$ cat config.mk
export PLATFORM = sky130hd
export DESIGN_NAME = fetch_queue_flat
export DESIGN_NICKNAME = d
export VERILOG_FILES = /design/src/rtl/fetch_queue_pkg.sv /design/src/rtl/fetch_queue_if.sv /design/src/rtl/fetch_queue_mem.sv /design/src/rtl/fetch_queue.sv /design/src/flat_wrapper.sv
export SDC_FILE = /design/constraint.sdc
export NUM_CORES = 1
export LEC_CHECK = 0
export ABC_AREA = 1
export ABC_CLOCK_PERIOD_IN_PS = 15300
export CORE_ASPECT_RATIO = 1.1
export CORE_MARGIN = 5
export CORE_UTILIZATION = 44
export CTS_CLUSTER_SIZE = 16
export DETAILED_ROUTE_END_ITERATION = 10
export PLACE_DENSITY_LB_ADDON = 0.3
export SYNTH_ARGS = -nofsm -noshare
export SYNTH_HDL_FRONTEND = slang
export SYNTH_HIERARCHICAL = 1
export SYNTH_SLANG_ARGS = --single-unit
$ cat constraint.sdc
create_clock -name clk -period 15.3 [get_ports clk]
set_clock_uncertainty 0.05 [all_clocks]
set_input_delay 4.59 -clock clk [delete_from_list [all_inputs] [get_ports clk]]
set_output_delay 4.59 -clock clk [all_outputs]
set_load 0.01 [all_outputs]
$ cat src/rtl/fetch_queue_pkg.sv
`default_nettype none
// ============================================================================
// fetch_queue_pkg : constants and the entry type shared by the fetch path
// Rev 1.0
// ============================================================================
package fetch_queue_pkg;

    // Must match the fetch stage's PC reset value
    localparam logic [31:0] RESET_PC    = 32'h0000_3000;
    localparam logic [31:0] NOP_INSTR   = 32'h0000_0000;
    localparam logic [31:0] LINK_OFFSET = 32'd8;

    typedef struct packed {
        logic [31:0] pc;
        logic [31:0] instr;
    } fetch_entry_t;

    function automatic logic [31:0] link_addr(input logic [31:0] pc);
        return pc + LINK_OFFSET;
    endfunction

endpackage
`default_nettype wire

$ cat src/rtl/fetch_queue_if.sv
`default_nettype none
// ============================================================================
// fetch_queue_if : fetch-side, decode-side and redirect signals of the queue
// Rev 1.0
// ============================================================================
interface fetch_queue_if #(
    parameter int DEPTH = 4
);
    localparam int CNT_W = $clog2(DEPTH) + 1;

    logic             in_valid;
    logic [31:0]      in_pc;
    logic [31:0]      in_instr;
    logic             in_ready;
    logic             out_valid;
    logic [31:0]      out_pc;
    logic [31:0]      out_instr;
    logic [31:0]      out_link;
    logic             out_ready;
    logic             flush;
    logic [CNT_W-1:0] count;

    // Fetch/decode side
    modport master (
        output in_valid, in_pc, in_instr, out_ready, flush,
        input  in_ready, out_valid, out_pc, out_instr, out_link, count
    );

    // Queue side
    modport slave (
        input  in_valid, in_pc, in_instr, out_ready, flush,
        output in_ready, out_valid, out_pc, out_instr, out_link, count
    );

endinterface
`default_nettype wire

$ cat src/rtl/fetch_queue_mem.sv
`default_nettype none
// ============================================================================
// fetch_queue_mem : DEPTH x 64 entry storage, one write port, one async read
// Rev 1.0
// ============================================================================
module fetch_queue_mem
    import fetch_queue_pkg::*;
#(
    parameter int DEPTH = 4,
    parameter int PTR_W = $clog2(DEPTH)
) (
    input  wire logic               clk,
    input  wire logic               i_we,
    input  wire logic [PTR_W-1:0]   i_waddr,
    input  wire fetch_entry_t       i_wdata,
    input  wire logic [PTR_W-1:0]   i_raddr,
    output fetch_entry_t            o_rdata
);

    // Contents are never cleared; validity is tracked by the pointers
    fetch_entry_t r_mem [DEPTH];

    always_ff @(posedge clk) begin
        if (i_we) begin
            r_mem[i_waddr] <= i_wdata;
        end
    end

    assign o_rdata = r_mem[i_raddr];

endmodule
`default_nettype wire

$ cat src/rtl/fetch_queue.sv
`default_nettype none
// ============================================================================
// fetch_queue : in-order {pc, instr} buffer between fetch and decode
// Rev 1.0
// ============================================================================
module fetch_queue
    import fetch_queue_pkg::*;
#(
    parameter int          DEPTH     = 4,
    parameter logic [31:0] RESET_PC  = fetch_queue_pkg::RESET_PC,
    parameter logic [31:0] NOP_INSTR = fetch_queue_pkg::NOP_INSTR
) (
    input  wire logic       clk,
    input  wire logic       reset,
    fetch_queue_if.slave    bus
);

    localparam int              PTR_W  = $clog2(DEPTH);
    localparam int              CNT_W  = PTR_W + 1;
    localparam logic [CNT_W-1:0] C_FULL = CNT_W'(DEPTH);
    localparam logic [PTR_W-1:0] C_PTR_ONE = PTR_W'(1);
    localparam logic [CNT_W-1:0] C_CNT_ONE = CNT_W'(1);

    logic [PTR_W-1:0] r_rd_ptr;
    logic [PTR_W-1:0] r_wr_ptr;
    logic [CNT_W-1:0] r_count;

    logic             w_empty;
    logic             w_full;
    logic             w_push;
    logic             w_pop;
    fetch_entry_t     w_wdata;
    fetch_entry_t     w_head;
    logic [31:0]      w_out_pc;

    assign w_empty = (r_count == '0);
    assign w_full  = (r_count == C_FULL);

    // in_ready depends on count only, so decode never reaches fetch combinationally
    assign w_push  = bus.in_valid & ~w_full & ~bus.flush;
    assign w_pop   = ~w_empty & bus.out_ready;

    assign w_wdata.pc    = bus.in_pc;
    assign w_wdata.instr = bus.in_instr;

    fetch_queue_mem #(
        .DEPTH   (DEPTH),
        .PTR_W   (PTR_W)
    ) u_mem (
        .clk     (clk),
        .i_we    (w_push),
        .i_waddr (r_wr_ptr),
        .i_wdata (w_wdata),
        .i_raddr (r_rd_ptr),
        .o_rdata (w_head)
    );

    // A same-cycle pop on flush is still a valid handshake (delay slot)
    always_ff @(posedge clk) begin
        if (reset || bus.flush) begin
            r_rd_ptr <= '0;
            r_wr_ptr <= '0;
            r_count  <= '0;
        end else begin
            if (w_push) begin
                r_wr_ptr <= r_wr_ptr + C_PTR_ONE;
            end
            if (w_pop) begin
                r_rd_ptr <= r_rd_ptr + C_PTR_ONE;
            end
            case ({w_push, w_pop})
                2'b10:   r_count <= r_count + C_CNT_ONE;
                2'b01:   r_count <= r_count - C_CNT_ONE;
                default: r_count <= r_count;
            endcase
        end
    end

    assign w_out_pc      = w_empty ? RESET_PC : w_head.pc;

    assign bus.in_ready  = ~w_full;
    assign bus.out_valid = ~w_empty;
    assign bus.out_pc    = w_out_pc;
    assign bus.out_instr = w_empty ? NOP_INSTR : w_head.instr;
    assign bus.out_link  = link_addr(w_out_pc);
    assign bus.count     = r_count;

endmodule
`default_nettype wire

$ cat src/flat_wrapper.sv
// flat-port wrapper written by rule: the top's interface ports become plain ports
module fetch_queue_flat import fetch_queue_pkg::*;
#(
    parameter int          DEPTH     = 4,
    parameter logic [31:0] RESET_PC  = fetch_queue_pkg::RESET_PC,
    parameter logic [31:0] NOP_INSTR = fetch_queue_pkg::NOP_INSTR
)
  (clk, reset, bus_in_valid, bus_in_pc, bus_in_instr, bus_out_ready, bus_flush, bus_in_ready, bus_out_valid, bus_out_pc, bus_out_instr, bus_out_link, bus_count);
  fetch_queue_if #(.DEPTH(DEPTH)) bus_i ();
  input  wire logic clk;
  input  wire logic reset;
  input wire logic [$bits(bus_i.in_valid)-1:0] bus_in_valid;
  input wire logic [$bits(bus_i.in_pc)-1:0] bus_in_pc;
  input wire logic [$bits(bus_i.in_instr)-1:0] bus_in_instr;
  input wire logic [$bits(bus_i.out_ready)-1:0] bus_out_ready;
  input wire logic [$bits(bus_i.flush)-1:0] bus_flush;
  output wire logic [$bits(bus_i.in_ready)-1:0] bus_in_ready;
  output wire logic [$bits(bus_i.out_valid)-1:0] bus_out_valid;
  output wire logic [$bits(bus_i.out_pc)-1:0] bus_out_pc;
  output wire logic [$bits(bus_i.out_instr)-1:0] bus_out_instr;
  output wire logic [$bits(bus_i.out_link)-1:0] bus_out_link;
  output wire logic [$bits(bus_i.count)-1:0] bus_count;
  assign bus_i.in_valid = bus_in_valid;
  assign bus_i.in_pc = bus_in_pc;
  assign bus_i.in_instr = bus_in_instr;
  assign bus_i.out_ready = bus_out_ready;
  assign bus_i.flush = bus_flush;
  assign bus_in_ready = bus_i.in_ready;
  assign bus_out_valid = bus_i.out_valid;
  assign bus_out_pc = bus_i.out_pc;
  assign bus_out_instr = bus_i.out_instr;
  assign bus_out_link = bus_i.out_link;
  assign bus_count = bus_i.count;
  fetch_queue #(.DEPTH(DEPTH), .RESET_PC(RESET_PC), .NOP_INSTR(NOP_INSTR)) u_core (.clk(clk), .reset(reset), .bus(bus_i));
endmodule
# [Yosys cells after proc, flatten, opt, wreduce, memory -nomap -nowiden]
# Memory sizes are Yosys's and may differ from the RTL's. A register that Yosys moved wholly into a read port is not among the register bits.
# Index checks and enable logic that the tools add are counted.
# Widths: inputs -> output; s select.
[op_classes] n_addsub=5 n_eq_ne=3 muxes=7 n_bitwise=6 reduce_logical=3
[op_table] operator="$mux 32" count=2
[op_table] operator="$add 32x4->32 const B" count=1
[op_table] operator="$pmux 3 s2" count=1
[op_table] operator="$add 2x1->2 const B" count=2
[op_table] operator="$mux 2" count=2
[op_table] operator="$add 3x1->3 const B" count=1
[op_table] operator="$and 1x1->1" count=3
[op_table] operator="$eq 3x3->1 const B" count=1
[op_table] operator="$logic_not 3->1" count=1
[op_table] operator="$not 1->1" count=3
[op_table] operator="$sub 3x1->3 const B" count=1
[op_table] operator="$eq 2x1->1 const B" count=1
[op_table] operator="$eq 2x2->1 const B" count=1
[op_table] operator="$mux 1" count=2
[op_table] operator="$reduce_bool 2->1" count=1
[op_table] operator="$logic_or 1x1->1" count=1
[totals] ff_bits=7 ram_bits=256 wordCells=28 memories=1
[mem_list] name="u_core.u_mem.r_mem" words=4 width=64 rd=1 rd_ports_with_merged_regs=1 write_ports=1 line="fetch_queue_mem.sv:21" rtl="fetch_entry_t r_mem [DEPTH];"

# [Depth between registers and ports, before layout]
[depth] depth_word=6 depth_mapped=16 ltp_nobuf=14

# [Hierarchy]
# The synthesis kept the hierarchy.
[modules_own_cells] mod="fetch_queue_mem" n_inst=1 cells_per_inst=1010 area_per_inst_um2=10761.6 seq_area_each_um2=7687.4
[modules_own_cells] mod="fetch_queue" n_inst=1 cells_per_inst=354 area_per_inst_um2=1778.0 seq_area_each_um2=140.1

# [Least setup slack after synthesis]
# OpenSTA, ideal clock, no wires.
[synth_timing] path_kind="input to register" from="input port bus_flush" to="memory u_core/u_mem/r_mem[0][0] (netlist name), enable pin" setup_ns=0.565 arrival_ns=9.254 path_slack_ns=5.431 stages=4 n_path_buf=0 path_cell_list="nand3b_1 -> inv_1 -> inv_1 -> nor3_1"
[synth_between] elab_chain_len=4
[synth_lines] element="from (decl)" line="flat_wrapper.sv:16" rtl="input wire logic [$bits(bus_i.flush)-1:0] bus_flush;"
[synth_lines] element="$not 1->1" line="fetch_queue.sv:40" rtl="assign w_push = bus.in_valid & ~w_full & ~bus.flush;"
[synth_lines] element="$and 1x1->1" line="fetch_queue.sv:40"
[synth_lines] element="named net u_core.w_push" line="fetch_queue.sv:30" rtl="logic w_push;"
[synth_lines] element="$mux 1" line="fetch_queue_mem.sv:24" rtl="if (i_we) begin"
[synth_lines] element="$mux 1 (not written as such)" line="fetch_queue_mem.sv:25" rtl="r_mem[i_waddr] <= i_wdata;"
[synth_lines] element="to (decl)" line="fetch_queue_mem.sv:21"
# The timed path passes the listed nets, and every way through them passes these cells.

==> flow_summary.json <==
{
  "dp_hpwl_um": 18000,
  "ys_ff_latch": 263,
  "ctsResizeCount": 0,
  "cts_setup_buffers": 0,
  "p_leak_uw": 0.00688,
  "final_common_cell": "nand2_1",
  "critPathCaptureType": "output port",
  "clockBufferDepth": 3,
  "setup_viol": 0,
  "timing.slew.headroom_pct": 19.5,
  "routedWlPerCell_um": 14.8,
  "final_cell_mix": "407 x nand2_1, 341 x inv_1, 256 x edfxtp_1, 169 x clkdlybuf4s50_1, 159 x nand3_1",
  "synth_area_leader_cell": "edfxtp_1",
  "cts_tree": "built",
  "drt_first_pass_iters": 5,
  "dieHeight_um": 187,
  "final_util_pct": 55.3,
  "arrival_ns": 3.77,
  "drc": 0,
  "critPathMaxFanout": 110,
  "drv_cap": 0,
  "worstSetupStartpointType": "register",
  "rsz0062_at_grt": "false",
  "final_hold_viol_count": 0,
  "die_w_um": 171,
  "vias_per_cell": 4.69,
  "path_cells": "inv_4 > buf_4 > nand2_1 > nand3_1 > nand2_1 > inv_1 > nand2_1 > nand2_2 > nor2_2 > nand2_1 > nor2_1 > nand2_1 > nand2_1 > nand2_1 > clkdlybuf4s50_1",
  "num_rows": 64,
  "gp_congestion": 0.884,
  "area_growth_pct": 23.2,
  "coreArea_sq_um": 27900,
  "grt_pass1_wl_um": 44900,
  "fmax_mhz": 119,
  "clock_latency_ns": 0.52,
  "cts_max_level": 1,
  "grt_max_degree": 111,
  "vias": 8935,
  "cpPeakStageDelay_ns": 0.89,
  "worst_pin_slew_ns": 1.21,
  "required_ns": 10.66,
  "initial_core_util_pct": 44.9,
  "final_cells": 1904,
  "netlist_area_sq_um": 12500,
  "tns_ns": 0,
  "final_nets": 1590,
  "ys_warn_count": 6,
  "drtIter0Drc": 584,
  "io_buffer_count": 169,
  "post-route-min-period_ns": 8.41,
  "irDropWorstVdd_mv": 0.0941,
  "yosysSeqAreaShare_pct": 62.4,
  "crit_top_cell": "nand2_1",
  "root_buffer": "clkbuf_16",
  "antenna_found_initial": 5,
  "outcome": "finished, final reports clean",
  "cts.sinks": 263,
  "cts_buffers": 28,
  "fp.dieArea_sq_um": 32000,
  "ys_top_cells_by_area": "edfxtp_1 61%, nand2_1 12%, inv_1 10%",
  "synth_top_area_share_pct": 61.3,
  "drv_slew": 0,
  "p_per_area_nw_per_um2": 107,
  "syn_nets": 1436,
  "min_path_type": "reg2reg",
  "grtUsageTotal_pct": 17.3,
  "drive_gt1_share_pct": 5.78,
  "syn_inst": 1364,
  "wl_um": 28200,
  "ant_nets": 0,
  "dp_cells": 1851,
  "path_clk_slew_ns": 0.06,
  "ios": 170,
  "ys_types": 29,
  "cts_hold_buf": 0,
  "fin_crit_sh_pct": 55.0,
  "syn-mean-instance-area_sq_um": 9.19,
  "grt_overflow": 0,
  "crit_path_top_delay_cell": "buf_4",
  "grt_pass1_vias": 8851,
  "fillCellCount": 2394,
  "worst-setup-path-type": "reg2out"
}
==> cell families after synthesis <==
| kind of cell | Yosys count | synth area share (%) |
|---|---|---|
| AND/OR/NAND/NOR | 670 | 22.7 |
| XOR/XNOR | 15 | 1.05 |
| flip-flops | 263 | 62.4 |
| buffers and inverters | 397 | 12.9 |
| AO/OA/AOI/OAI | 16 | 0.639 |
| adder cells (fa/ha/maj) | 3 | 0.359 |
==> worst max-delay path, delay by kind of cell, from the launching register on <==
kind / cells / cell delay [ns]
and+or+nand+nor: 11 / 0.94
buffers and inverters: 4 / 1.71
DFF: 1 / 0.47
==> metal layers <==
| layer | GRT usage, % | vias up | part of all wire (%) |
|---|---|---|---|
| met2 | 31.1 | 269 | 50 |
| met3 | 3.26 | 51 | 6.8 |
| li1 | - | 4495 | - |
| met4 | 4.72 | 8 | 2.0 |
| met1 | 21.2 | 4112 | 41 |
| met5 | 0 | - | 0.20 |
==> sequential cells by signal, summed over array words and instances, names as in the netlist <==
name and flops:
u_core/bus.count 3, u_core/r_rd_ptr 2, u_core/r_wr_ptr 2, u_core/u_mem/r_mem 256
==> area by class of cell <==
class	count	area (sq um)	area share [%]
Multi-Input combinational cell	704	3120	20.2
Tap cell	363	454	2.94
Clock buffer	31	733	4.75
Antenna cell	1	2.50	0.0162
Clock inverter	21	259	1.68
Sequential cell	263	7830	50.7
Inverter	344	1290	8.38
Timing Repair Buffer	177	1750	11.3
==> where the power goes <==
part | switching (uW) | internal (uW)
clock | 265 | 445
combinational | 77.7 | 61.9
sequential | 3.43 | 802
==> through the flow <==
step / power (uW) / hold slack, ns / instance area (sq um) / setup WS, ns
after floorplan: 890 / 0.410 / 12500 / 5.43
after global placement: 959 / 0.471 / 14400 / 7.54
after detailed placement: 962 / 0.488 / 14400 / 7.44
after CTS: 1670 / 0.498 / 15400 / 6.87
after global routing: 1720 / 0.521 / 15400 / 6.50
final: 1660 / 0.499 / 15400 / 6.89
==> cells in the mapped netlist (all sizes together) <==
cell type,instances
nand4,1
edfxtp,256
xor2,12
xnor2,3
ha,2
a21oi,6
and2,1
fa,1
nand2,410
clkbuf,4
nand3b,1
inv,344
buf,49
nand3,164
o21ai,10
nor3,4
dfxtp,7
nor2,89
==> worst paths after layout <==
check | from | end | slack [ns] | cells past startpoint
worst max-delay path | u_core/r_rd_ptr[0] | bus_out_link[28] | 6.89 | 15
worst min-delay path | u_core/bus.count[1] | u_core/bus.count[1] | 0.50 | 2
worst max register to register | u_core/bus.count[1] | u_core/u_mem/r_mem[0][36] | 12.31 | 7
worst min register to register | u_core/bus.count[1] | u_core/bus.count[1] | 0.50 | 2
Power figures use the tool's default switching activity.
